--- src/rtl/muldiv_unit.sv ---
// Iterative RV32M multiply/divide sequencer: 32-step shift-add multiply or
// restoring divide on operand magnitudes, sign-corrected into Result on DONE.
module muldiv_unit #(
   parameter int XLEN = 32
) (
   input  logic            clk,
   input  logic            reset,
   input  logic            start,
   input  logic            flush,
   input  logic [2:0]      Funct3,
   input  logic [XLEN-1:0] SrcA,
   input  logic [XLEN-1:0] SrcB,
   output logic [XLEN-1:0] Result,
   output logic            busy,
   output logic            done,
   output logic            stall
);
   localparam int PW = 2*XLEN + 1;
   localparam logic [5:0] LAST = 6'(XLEN - 1);

   typedef enum logic [1:0] {IDLE = 2'd0, RUN = 2'd1, DONE = 2'd2} state_t;

   state_t            state_q, state_d;
   logic [5:0]        cnt_q, cnt_d;
   logic [2:0]        f3_q, f3_d;
   logic [XLEN-1:0]   amag_q, amag_d, bmag_q, bmag_d;
   logic              aneg_q, aneg_d, bneg_q, bneg_d;
   logic [PW-1:0]     p_q, p_d;
   logic [XLEN-1:0]   res_q, res_d;

   // Operand decode on the request side: unsigned ops never see a sign flag.
   logic            a_sgn, b_sgn, a_neg_in, b_neg_in;
   logic [XLEN-1:0] a_mag_in, b_mag_in;
   always_comb begin
      a_sgn    = !(Funct3 inside {3'b011, 3'b101, 3'b111});
      b_sgn    = a_sgn && (Funct3 != 3'b010);
      a_neg_in = a_sgn && SrcA[XLEN-1];
      b_neg_in = b_sgn && SrcB[XLEN-1];
      a_mag_in = a_neg_in ? -SrcA : SrcA;
      b_mag_in = b_neg_in ? -SrcB : SrcB;
   end

   // p_q holds {acc_hi, multiplier} for multiply, {remainder, dividend/quotient} for divide.
   logic [XLEN:0]   mul_sum, div_sh;
   logic [XLEN+1:0] div_diff;
   logic            div_ok;
   logic [PW-1:0]   mul_nxt, div_nxt, step;
   always_comb begin
      mul_sum  = p_q[PW-1:XLEN] + (p_q[0] ? {1'b0, amag_q} : '0);
      mul_nxt  = {1'b0, mul_sum, p_q[XLEN-1:1]};
      div_sh   = {p_q[2*XLEN-1:XLEN], p_q[XLEN-1]};
      div_diff = {1'b0, div_sh} - {2'b0, bmag_q};
      div_ok   = ~div_diff[XLEN+1];
      div_nxt  = {(div_ok ? div_diff[XLEN:0] : div_sh), p_q[XLEN-2:0], div_ok};
      step     = f3_q[2] ? div_nxt : mul_nxt;
   end

   // Divide-by-zero naturally yields quotient all-ones and remainder = |SrcA|;
   // only the quotient needs its sign correction suppressed.
   logic [2*XLEN-1:0] prod, prod_s;
   logic [XLEN-1:0]   quo, rem, quo_s, rem_s, fin;
   logic              div0;
   always_comb begin
      prod   = step[2*XLEN-1:0];
      prod_s = (aneg_q ^ bneg_q) ? -prod : prod;
      quo    = step[XLEN-1:0];
      rem    = step[2*XLEN-1:XLEN];
      div0   = (bmag_q == '0);
      quo_s  = div0 ? '1 : ((aneg_q ^ bneg_q) ? -quo : quo);
      rem_s  = aneg_q ? -rem : rem;
      fin    = '0;
      case (f3_q)
         3'b000:                 fin = prod_s[XLEN-1:0];
         3'b001, 3'b010, 3'b011: fin = prod_s[2*XLEN-1:XLEN];
         3'b100, 3'b101:         fin = quo_s;
         default:                fin = rem_s;
      endcase
   end

   always_comb begin
      state_d = state_q;
      cnt_d   = cnt_q;
      f3_d    = f3_q;
      amag_d  = amag_q;
      bmag_d  = bmag_q;
      aneg_d  = aneg_q;
      bneg_d  = bneg_q;
      p_d     = p_q;
      res_d   = res_q;
      case (state_q)
         IDLE: if (start && !flush) begin
            state_d = RUN;
            cnt_d   = '0;
            f3_d    = Funct3;
            amag_d  = a_mag_in;
            bmag_d  = b_mag_in;
            aneg_d  = a_neg_in;
            bneg_d  = b_neg_in;
            p_d     = {{(XLEN+1){1'b0}}, (Funct3[2] ? a_mag_in : b_mag_in)};
         end
         RUN: if (flush) begin
            state_d = IDLE;
         end else begin
            p_d   = step;
            cnt_d = cnt_q + 6'd1;
            if (cnt_q == LAST) begin
               state_d = DONE;
               res_d   = fin;
            end
         end
         default: state_d = IDLE;
      endcase
   end

   always_ff @(posedge clk or posedge reset) begin
      if (reset) begin
         state_q <= IDLE;
         cnt_q   <= '0;
         f3_q    <= '0;
         amag_q  <= '0;
         bmag_q  <= '0;
         aneg_q  <= 1'b0;
         bneg_q  <= 1'b0;
         p_q     <= '0;
         res_q   <= '0;
      end else begin
         state_q <= state_d;
         cnt_q   <= cnt_d;
         f3_q    <= f3_d;
         amag_q  <= amag_d;
         bmag_q  <= bmag_d;
         aneg_q  <= aneg_d;
         bneg_q  <= bneg_d;
         p_q     <= p_d;
         res_q   <= res_d;
      end
   end

   assign Result = res_q;
   assign busy   = (state_q == RUN) || (state_q == DONE);
   assign done   = (state_q == DONE);
   assign stall  = (state_q == RUN) || ((state_q == IDLE) && start && !flush);
endmodule

--- config.mk ---
export PLATFORM = sky130hd
export DESIGN_NAME = muldiv_unit
export DESIGN_NICKNAME = d
export VERILOG_FILES = /design/src/rtl/muldiv_unit.sv
export SDC_FILE = /design/constraint.sdc
export NUM_CORES = 1
export LEC_CHECK = 0
export ABC_CLOCK_PERIOD_IN_PS = 6600
export CAP_MARGIN = 40
export CORE_MARGIN = 3
export CORE_UTILIZATION = 35
export CTS_CLUSTER_SIZE = 10
export DETAILED_ROUTE_END_ITERATION = 8
export SETUP_SLACK_MARGIN = 0.02
export SLEW_MARGIN = 25
export SYNTH_ARGS = -nofsm -noshare
export SYNTH_HDL_FRONTEND = slang
export SYNTH_SLANG_ARGS = --single-unit
--- constraint.sdc ---
create_clock -name clk -period 6.6 [get_ports clk]
set_clock_uncertainty 0.15 [all_clocks]
set_input_delay 1.32 -clock clk [delete_from_list [all_inputs] [get_ports clk]]
set_output_delay 1.32 -clock clk [all_outputs]
set_load 0.005 [all_outputs]
==> run summary, run 1 <==
Synthesis-to-finish area growth: 14.0%
Worst Hold Class: reg -> reg
Synth top area share: 26.1%
Synth area leader: dfrtp_1
Layout Utilization: 40.6%
Worst Setup End Kind: flip-flop
Vias in the first global route: 16,300
Yosys reg bits: 174
Layout cells sized above 1: 7.44%
Max_slew headroom: 36.0%
PostCTS Resize Cnt: 0
Latest clock arrival within the worst-skew pair: 470 ps
Mapped cell area: 16,700 sq um
Sink Count: 174
Max stage delay on crit path: 600 ps
Power per cell area: 524 nW/um^2
CTS Hold Buffers Added: 0
Die height: 224 um
Pin count of the biggest net entering global routing: 78
Reg clk slew, reported paths: 80 ps
I/O Pins: 106
Drt total wl: 67,800 um
DR pass1 iterations: 6
Synth unique cells: 105
Hold Path Stages: 2
Fin crit share: 93.4%
Number of synthesized flops with an enable pin: 0
Port-buffer cells: 105
Worst Hold Launch: amag_q[8]
Post-DR vias/cell: 6.04
CP delay by family, top: simple AND/OR/NAND/NOR gates
Register area share after synthesis: 26.1%
Routed len/inst: 23.7 um
Reg-to-reg slack, setup: 440 ps
Cell row count: 79
Worst Hold Path EP: amag_q[8]
Post-CTS Setup Bufs: 0
CP cell instances: ha_1 -> a21o_1 -> a21oi_2 -> a2111oi_4 -> o31a_4 -> nor2_1 -> nand2_1 -> o21ai_0 -> ha_1 -> nor3b_1 -> o221ai_1 -> or2_2 -> nor2_1 -> and3_1 -> nand2_1 -> or4b_4 -> or2_4 -> a221o_1 -> o32ai_2 -> nor3_2
Synth async-reset ratio: 100%
Final Max Slew Viols: 0
ANT nets after route: 0
Gp weighted congestion: 0.989
Ys Warns: 0
Leak Pwr: 7.74 nW
CTS tree: yes
Top-count cell post-synth: nand2_1
CP max FO: 16
Worst Path Buf+Inv: 0
Worst EP required: 6800 ps
Critical path class: reg -> reg
Maximum VDD drop: 0.000212 V
Reg2reg start: p_q[34]
Core area: 46,900 sq um
Initial antenna violation count: 1
Vias: 17,300
Arr. time, crit path: 6360 ps
Die width: 224 um
Gr ovfl total: 0
Final net count: 2,389
Status: finished clean
Most used DFF post-synth: dfrtp_1
Die area: 50,400 sq um
Syn nets: 2,340
CTS buffer count: 17
Setup violations, final: 0
Initial Util: 35.6%
Slew @ Worst Pin: 960 ps
TNS Setup: 0 ps
Synth top area cells: dfrtp_1 26%, a21oi_1 6.4%, nand2_1 6.3%
Max Clk Rate: 0.162 GHz
Root Buffer: clkbuf_16
GRT Util Overall: 26.4%
Tot Pwr: 9.98 mW
Remaining DRCs: 0
CTS Buffer Depth: 2
Dpl hpwl: 53,500 um
Fin. Hold Viols: 0
Antenna diodes: 0
Total of max-cap violations: 0
First-pass GRT wire length: 102,000 um
RSZ-0062 raised after global routing: false
H-tree Lvls: 4
R2r worst-path depth: 20
CP Launch Type: flip-flop
Syn avg cell area: 7.61 sq um
Fillers: 4,876
Cells after synthesis: 2,195
Final worst path period need: 6160 ps
Slowest CP cell: or4b_4
Post-synth top cells: 282 x nand2_1, 214 x a21oi_1, 205 x nor2_1
Reg-to-Reg End: Result[30]
First DRT Iteration DRCs: 1,702
==> worst register-to-register path, stage by stage, from the launching register on <==
cell and delay, ps:
dfrtp_1 450, ha_1 380, a21o_1 220, a21oi_2 310, a2111oi_4 190, o31a_4 500, nor2_1 240, nand2_1 130
o21ai_0 190, ha_1 240, nor3b_1 240, o221ai_1 180, or2_2 340, nor2_1 250, and3_1 350, nand2_1 210
or4b_4 600, or2_4 270, a221o_1 340, o32ai_2 220, nor3_2 50
==> final cells by class <==
type	instances	area [sq um]	share of cell area, %
inverter	68	260	1.37
clock buffer	17	425	2.23
clock inverter	15	148	0.775
timing repair buffer	156	1490	7.81
tap	607	759	3.99
multi-input combinational	1827	11600	60.9
sequential	174	4360	22.9
==> power by group <==
group | internal, mW | switching (mW) | leakage (nW)
Combinational | 2.39 | 4.69 | 5.30
Sequential | 1.43 | 0.439 | 2.16
Clock | 0.503 | 0.525 | 0.273
==> flip-flops by register name (all words and copies together) (netlist names) <==
name     cells
state_q      2
bneg_q       1
aneg_q       1
bmag_q      32
amag_q      32
cnt_q        6
Result      32
f3_q         3
p_q         65
==> how the worst max path moves through the flow <==
stage | depth (start not counted) | startpoint | end | slack [ps]
floorplan | 1 | reset | Result[0] | 410
global placement | 20 | p_q[34] | Result[30] | 630
detailed placement | 20 | p_q[34] | Result[30] | 520
CTS | 20 | p_q[34] | Result[30] | 510
global route | 21 | bmag_q[10] | Result[18] | 30
finish | 20 | p_q[34] | Result[30] | 440
==> logic make-up after synthesis <==
logic type               count (synthesis)  share of synthesized area [%]
XOR/XNOR                               171                           8.97
AO/OA/AOI/OAI                          724                           28.1
multiplexers                            56                           3.48
flip-flops                             174                           26.1
AND/OR/NAND/NOR                        802                           23.0
adder cells (fa/ha/maj)                 74                           5.63
buffers and inverters                  194                           4.79
==> layout by cell type, fill, tap and decap left out, types with 25 or more instances in the layout <==
cell and instances:
nand4_1 25, o22ai_1 38, mux2i_1 40, nand3_1 29, o31ai_1 28, nor2_1 203, a21oi_1 213, nor3_1 59
and2_1 54, nand2_1 282, buf_4 45, nor4_1 26, inv_1 66, dfrtp_1 173, a21o_1 25, o21ai_0 196
xnor2_1 82, ha_1 71, xor2_1 87, clkdlybuf4s50_1 104
==> routing by layer <==
layer  track usage (%)  vias to the layer above  routed length, um
li1                  -                     8071                  -
met4              11.4                        2               2960
met3              3.94                      122               4870
met2              41.7                      743              30400
met1              36.1                     8355              29600
met5                 0                        -                 12
==> stage by stage <==
step | instance area [sq um] | worst slack, ps | cells | hold WS (ps)
after floorplan | 16700 | 413 | 2195 | 292
after global placement | 18400 | 629 | 2825 | 304
after detailed placement | 18500 | 517 | 2831 | 315
after CTS | 19000 | 515 | 2863 | 331
after global routing | 19000 | 28.6 | 2864 | 353
final | 19000 | 438 | 2864 | 330
(Power assumes the default switching activity.)
==> inputs of run 2 (changes only) <==
- HOLD_SLACK_MARGIN: not set -> 0.12
- TNS_END_PERCENT: not set -> 1
==> results of run 2 <==
Same layout as run 1: the final DEF is identical, and so are final timing and power.
